===== src/rtl/reg_file_if.sv =====
// Register-file access bus: two combinational read ports and one write port.
interface reg_file_if;
   logic        RegWrite;
   logic [4:0]  read_r1;
   logic [4:0]  read_r2;
   logic [4:0]  write_r;
   logic [31:0] write_d;
   logic [31:0] read_d1;
   logic [31:0] read_d2;

   modport master (
      output RegWrite,
      output read_r1,
      output read_r2,
      output write_r,
      output write_d,
      input  read_d1,
      input  read_d2
   );

   modport slave (
      input  RegWrite,
      input  read_r1,
      input  read_r2,
      input  write_r,
      input  write_d,
      output read_d1,
      output read_d2
   );
endinterface


===== src/rtl/reg_file.sv =====
// 32 x 32 register file, two read ports and one write port.
// Register 0 is hardwired to zero. Reads are combinational, with a
// write-first bypass so a value being written is visible in the same cycle.
// Reset loads register 29 (stack pointer) with SP_INIT and clears the rest.
module reg_file #(
   parameter logic [31:0] SP_INIT = 32'h0000_3FFC
) (
   input  logic       clock,
   input  logic       reset,
   reg_file_if.slave  rf
);

   logic [31:0] regs [32];
   logic        wr_en;

   // A write only takes effect outside reset and never to register 0.
   assign wr_en = rf.RegWrite && !reset && (rf.write_r != 5'd0);

   // Register storage: synchronous reset has priority over the write port.
   always_ff @(posedge clock) begin
      if (reset) begin
         for (int i = 0; i < 32; i++) begin
            regs[i] <= (i == 29) ? SP_INIT : 32'h0;
         end
      end else if (wr_en) begin
         regs[rf.write_r] <= rf.write_d;
      end
   end

   // Read port 1: zero for index 0, bypass on a matching write, else storage.
   always_comb begin
      rf.read_d1 = 32'h0;
      if (rf.read_r1 == 5'd0) begin
         rf.read_d1 = 32'h0;
      end else if (wr_en && (rf.write_r == rf.read_r1)) begin
         rf.read_d1 = rf.write_d;
      end else begin
         rf.read_d1 = regs[rf.read_r1];
      end
   end

   // Read port 2: same selection as port 1, evaluated independently.
   always_comb begin
      rf.read_d2 = 32'h0;
      if (rf.read_r2 == 5'd0) begin
         rf.read_d2 = 32'h0;
      end else if (wr_en && (rf.write_r == rf.read_r2)) begin
         rf.read_d2 = rf.write_d;
      end else begin
         rf.read_d2 = regs[rf.read_r2];
      end
   end

endmodule


===== src/flat_wrapper.sv =====
// flat-port wrapper written by rule: the top's interface ports become plain ports
module reg_file_flat 
#(
   parameter logic [31:0] SP_INIT = 32'h0000_3FFC
)
  (clock, reset, rf_RegWrite, rf_read_r1, rf_read_r2, rf_write_r, rf_write_d, rf_read_d1, rf_read_d2);
  reg_file_if rf_i ();
  input  logic clock;
  input  logic reset;
  input wire logic [$bits(rf_i.RegWrite)-1:0] rf_RegWrite;
  input wire logic [$bits(rf_i.read_r1)-1:0] rf_read_r1;
  input wire logic [$bits(rf_i.read_r2)-1:0] rf_read_r2;
  input wire logic [$bits(rf_i.write_r)-1:0] rf_write_r;
  input wire logic [$bits(rf_i.write_d)-1:0] rf_write_d;
  output wire logic [$bits(rf_i.read_d1)-1:0] rf_read_d1;
  output wire logic [$bits(rf_i.read_d2)-1:0] rf_read_d2;
  assign rf_i.RegWrite = rf_RegWrite;
  assign rf_i.read_r1 = rf_read_r1;
  assign rf_i.read_r2 = rf_read_r2;
  assign rf_i.write_r = rf_write_r;
  assign rf_i.write_d = rf_write_d;
  assign rf_read_d1 = rf_i.read_d1;
  assign rf_read_d2 = rf_i.read_d2;
  reg_file #(.SP_INIT(SP_INIT)) u_core (.clock(clock), .reset(reset), .rf(rf_i));
endmodule

===== config.mk =====
export PLATFORM = sky130hd
export DESIGN_NAME = reg_file_flat
export DESIGN_NICKNAME = d
export VERILOG_FILES = /design/src/rtl/reg_file_if.sv /design/src/rtl/reg_file.sv /design/src/flat_wrapper.sv
export SDC_FILE = /design/constraint.sdc
export NUM_CORES = 2
export LEC_CHECK = 0
export CORE_UTILIZATION = 30
export DETAILED_ROUTE_END_ITERATION = 7
export GPL_TIMING_DRIVEN = 0
export SYNTH_ARGS = -nofsm -noshare
export SYNTH_HDL_FRONTEND = slang
export SYNTH_SLANG_ARGS = --single-unit

===== constraint.sdc =====
create_clock -name clock -period 5.9 [get_ports clock]
set_input_delay 0.59 -clock clock [delete_from_list [all_inputs] [get_ports clock]]
set_output_delay 0.59 -clock clock [all_outputs]
set_load 0.02 [all_outputs]

# [Word-level counts from Yosys, hierarchy flattened]
# Memory sizes are Yosys's and may differ from the RTL's.
# Index checks and enable logic that the tools add are counted.
[totals] input_bits=50 register_bits=0 elab_cells=24 memories=1 output_inout_bits=64 ramBits=1024
[mem_list] memory="u_core.regs" depth=32 word_bits=32 read_ports=2 rd_clocked_by_memory_dff=0 wr=32 line="reg_file.sv:13" source="logic [31:0] regs [32];"
[classes] n_eq_ne=2 reduce_logical=9 muxes=12
[op_table] op="two-way mux 32 bit" n=5
[op_table] op="OR reduction 32 bit" n=1
[op_table] op="equality test 5 bit" n=2
[op_table] op="zero test 5 bit" n=2
[op_table] op="two-way mux 1 bit" n=6
[op_table] op="two-way mux 5 bit" n=1
[op_table] op="nonzero test 5 bit" n=1
[op_table] op="logical AND 1 bit" n=4
[op_table] op="zero test 1 bit" n=1

# [Depth between registers and ports, before layout]
[logic_depth] ltp_word=8 mapped_depth=11

# [Worst setup path after synthesis]
# No wires, ideal clock.
[synth_timing] kind="input port to output port" from="input port rf_read_r2[0]" to="output port rf_read_d2[0]" t_required_ns=5.310 slack_ns=2.792 arrival_ns=2.518 path_stages=7 path_cell_list="buf_2 buf_4 buf_2 mux4_2 a2111oi_0 a211oi_1 a22o_1"
[synth_via] elab_chain_len=4
[synth_rtl] element="from (decl)" line="flat_wrapper.sv:12" source="input wire logic [$bits(rf_i.read_r2)-1:0] rf_read_r2;"
[synth_rtl] element="branches (longest 3 deep; another with memory read (32 x 32 bit))"
[synth_rtl] element="two-way mux 32 bit *" line="reg_file.sv:45" source="if (rf.read_r2 == 5'd0) begin"
[synth_rtl] element="to (decl)" line="flat_wrapper.sv:16" source="output wire logic [$bits(rf_i.read_d2)-1:0] rf_read_d2;"
# Every way passes the cells marked *.

# [Final worst setup path]
[layout_timing] from="input port rf_read_r1[2]" to="output port rf_read_d1[0]"
[layout_via] elab_chain_len=4
[layout_rtl] element="from (decl)" line="flat_wrapper.sv:11" source="input wire logic [$bits(rf_i.read_r1)-1:0] rf_read_r1;"
[layout_rtl] element="branches (longest 3 deep; another with memory read (32 x 32 bit))"
[layout_rtl] element="two-way mux 32 bit *" line="reg_file.sv:33" source="if (rf.read_r1 == 5'd0) begin"
[layout_rtl] element="to (decl)" line="flat_wrapper.sv:15" source="output wire logic [$bits(rf_i.read_d1)-1:0] rf_read_d1;"
# Marks and branches as above.

==> summary.md <==
| Metric | Value |
|---|---|
| Synth cell types | `54` |
| Ys async rst share | `0%` |
| Worst path max stage delay | `1220 ps` |
| Cell taking the most area after synthesis | `edfxtp_1` |
| Num CTS Buffers | `116` |
| Crit-path max FO | `10` |
| Initial DRC Count | `8,798` |
| Unrepaired setup endpoints after global routing | `yes` |
| Fmax | `159 MHz` |
| CTS Root Buffer Type | `clkbuf_16` |
| Total I/O pin count | `114` |
| TritonCTS clock tree | `built` |
| Syn Area/Cell | `13.4 µm²` |
| CP Capture Type | `output port` |
| Initial antenna violation count | `62` |
| Arrival time of the worst setup path | `5700 ps` |
| Max reg flops | `1,024` |
| Status | `finished with violations` |
| Worst Setup Slack post-DPL | `-2330 ps` |
| Area grow syn2layout | `15.6%` |
| DR vias | `44,275` |
| Synthesis Warnings | `0` |
| CP most frequent cell | `clkdlybuf4s50_1` |
| Post-CTS Hold Buffers | `0` |
| Core area | `0.185 mm²` |
| Post-layout min period | `6290 ps` |
| VDD IR max | `0.252 mV` |
| Commonest non-fill, non-tap cell in the layout | `edfxtp_1` |
| Synthesized flop and latch total | `1,024` |
| Pwr dens | `305 mW/mm²` |
| Slew Limit Fails | `43` |
| Setup slack after layout | `-387 ps` |
| # port buffers | `104` |
| CP Launch Type | `input port` |
| Die height | `434 µm` |
| Total track usage | `33.9%` |
| Sequential share of the synthesized area | `55.0%` |
| Syn Inst Count | `4,171` |
| Die X | `434 µm` |
| # rows | `158` |
| Cts repair resizes | `57` |
| Violated checks | `DRC, capacitance limit, slew limit, setup timing` |
| Crit share post-route | `107%` |
| Layout cell share with drive strength beyond 1 | `16.1%` |
| Cell area after synthesis | `0.0559 mm²` |
| Most frequent cells in the layout | `edfxtp_1, and2_1, mux2i_1` |
| Design area | `0.0646 mm²` |
| Hold wc startpoint | `rf_write_r[2]` |
| Worst slew pin tran | `1600 ps` |
| Fin. Hold Viols | `0` |
| Clk slew on worst S/H paths | `60 ps` |
| Min-Delay Path Class | `input port to flip-flop` |
| Maxcap violations | `8` |
| Slowest CP cell | `a221oi_1` |
| Number of global-route vias before repair | `40,197` |
| Htree depth | `3` |
| DRC | `1` |
| GP Congestion | `1.17` |
| Antenna Nets Post-Route | `0` |
| DR pass1 iterations | `8` |
| CTS sink count | `1,024` |
| WL/cell | `46.1 µm` |
| Relative slew margins | `-7.15%` |
| GRT overflow | `0` |
| Post-synth EDFFs | `1,024` |
| Post-synth top area share | `55.0%` |
| Routed wire length | `325,000 µm` |
| First-pass GRT wire length | `410,000 µm` |
| Initial core utilization | `30.2%` |
| Critical Path RT | `5310 ps` |
| HPWL after DPL | `236,000 µm` |
| Biggest register | `u_core.regs` |
| Post-place instance area | `0.0604 mm²` |
| Setup CP Type | `input port to output port` |
| # nets final | `4,489` |
| Final setup fails | `53` |
| Vias/cell | `6.28` |
| Die area | `0.188 mm²` |
| Critical Path, Cell by Cell | `clkdlybuf4s50_1 > buf_2 > nor2b_1 > clkbuf_1 > a221oi_1 > o21ai_0 > a211oi_1 > a211o_1 > clkdlybuf4s50_1` |
| Setup bufs post-CTS | `0` |
| Deepest clock path buffer count | `3` |
| Leakage | `22.7 nW` |
| Largest net degree at the start of global routing | `33` |
| Top flop regs | `u_core.regs x1024` |
| Setup TNS | `-8080 ps` |
| Crit. Startpoint | `rf_read_r1[2]` |
| Top cells by area, synth | `edfxtp_1, and2_1, mux4_2, mux2i_1, clkbuf_1` |
| Most used DFF post-synth | `edfxtp_1` |
## Yosys cell counts, types with 34 or more instances
| cell | count |
|---|---|
| mux4_2 | 254 |
| mux2_2 | 47 |
| mux2i_1 | 510 |
| a22oi_1 | 43 |
| a211oi_1 | 34 |
| a2111oi_0 | 43 |
| buf_2 | 69 |
| nor2_1 | 118 |
| clkbuf_1 | 315 |
| and2_1 | 951 |
| a221oi_1 | 38 |
| nor3_1 | 114 |
| or2_2 | 36 |
| nor2b_1 | 42 |
| nand2_1 | 47 |
| edfxtp_1 | 1024 |
| o22ai_1 | 127 |
## through the flow
stage	instances	util, %	hold slack (ps)	power (mW)
finish	7047	34.9	465	19.7
floorplan	4202	-	770	10.1
global route	7021	34.8	479	19.7
detailed placement	6804	32.6	1270	11.9
global placement	6786	32.5	1250	11.9
CTS	7016	34.8	431	19.3
## final timing paths
check                                 end  slack [ps]  cells after the start
worst max-delay path        rf_read_d1[0]        -390                      9
worst min-delay path  u_core.regs[21][28]         470                      3
## layer usage
metal  global-route usage, %  vias up  wire [µm]
li1                        -    16423          -
met1                    39.4    22610     112000
met2                    46.3     4115     130000
met3                    14.2     1109      46100
met4                    32.2       18      37300
met5                   0.781        -        160
## layout make-up
class	instances	area, µm²
repair buffers	123	1230
multi-input cells	2736	23600
clock buffers	140	3010
diodes	31	77.6
clock inverters	75	823
flip-flops and latches	1024	30700
inverters	4	16.3
fillers	18177	121000
well taps	2480	3100
plain buffers	434	1990
## kinds of logic (layout without fill, tap and decap cells)
family          after synthesis  after routing  synth area share [%]
compound gates              482            482                  6.41
xor+xnor                     10             10                 0.157
buf+inv                     442            776                  3.44
flops                      1024           1024                  55.0
mux                         811            811                  20.3
other cells                   1             63               0.00671
simple gates               1401           1401                  14.7
## power by group
part           internal, mW  switching [mW]  leakage, nW
Clock                  4.29            3.36         1.85
Combinational         0.958            2.44         11.1
Sequential             8.42           0.224         9.76
Total                  13.7            6.02         22.7
## critical path: cells and delay by family
family	cells	cell delay (ps)
and+or+nand+nor	1	170
AOI/OAI and AO/OA	4	2780
buffers and inverters	4	2130
(Power assumes the default switching activity.)
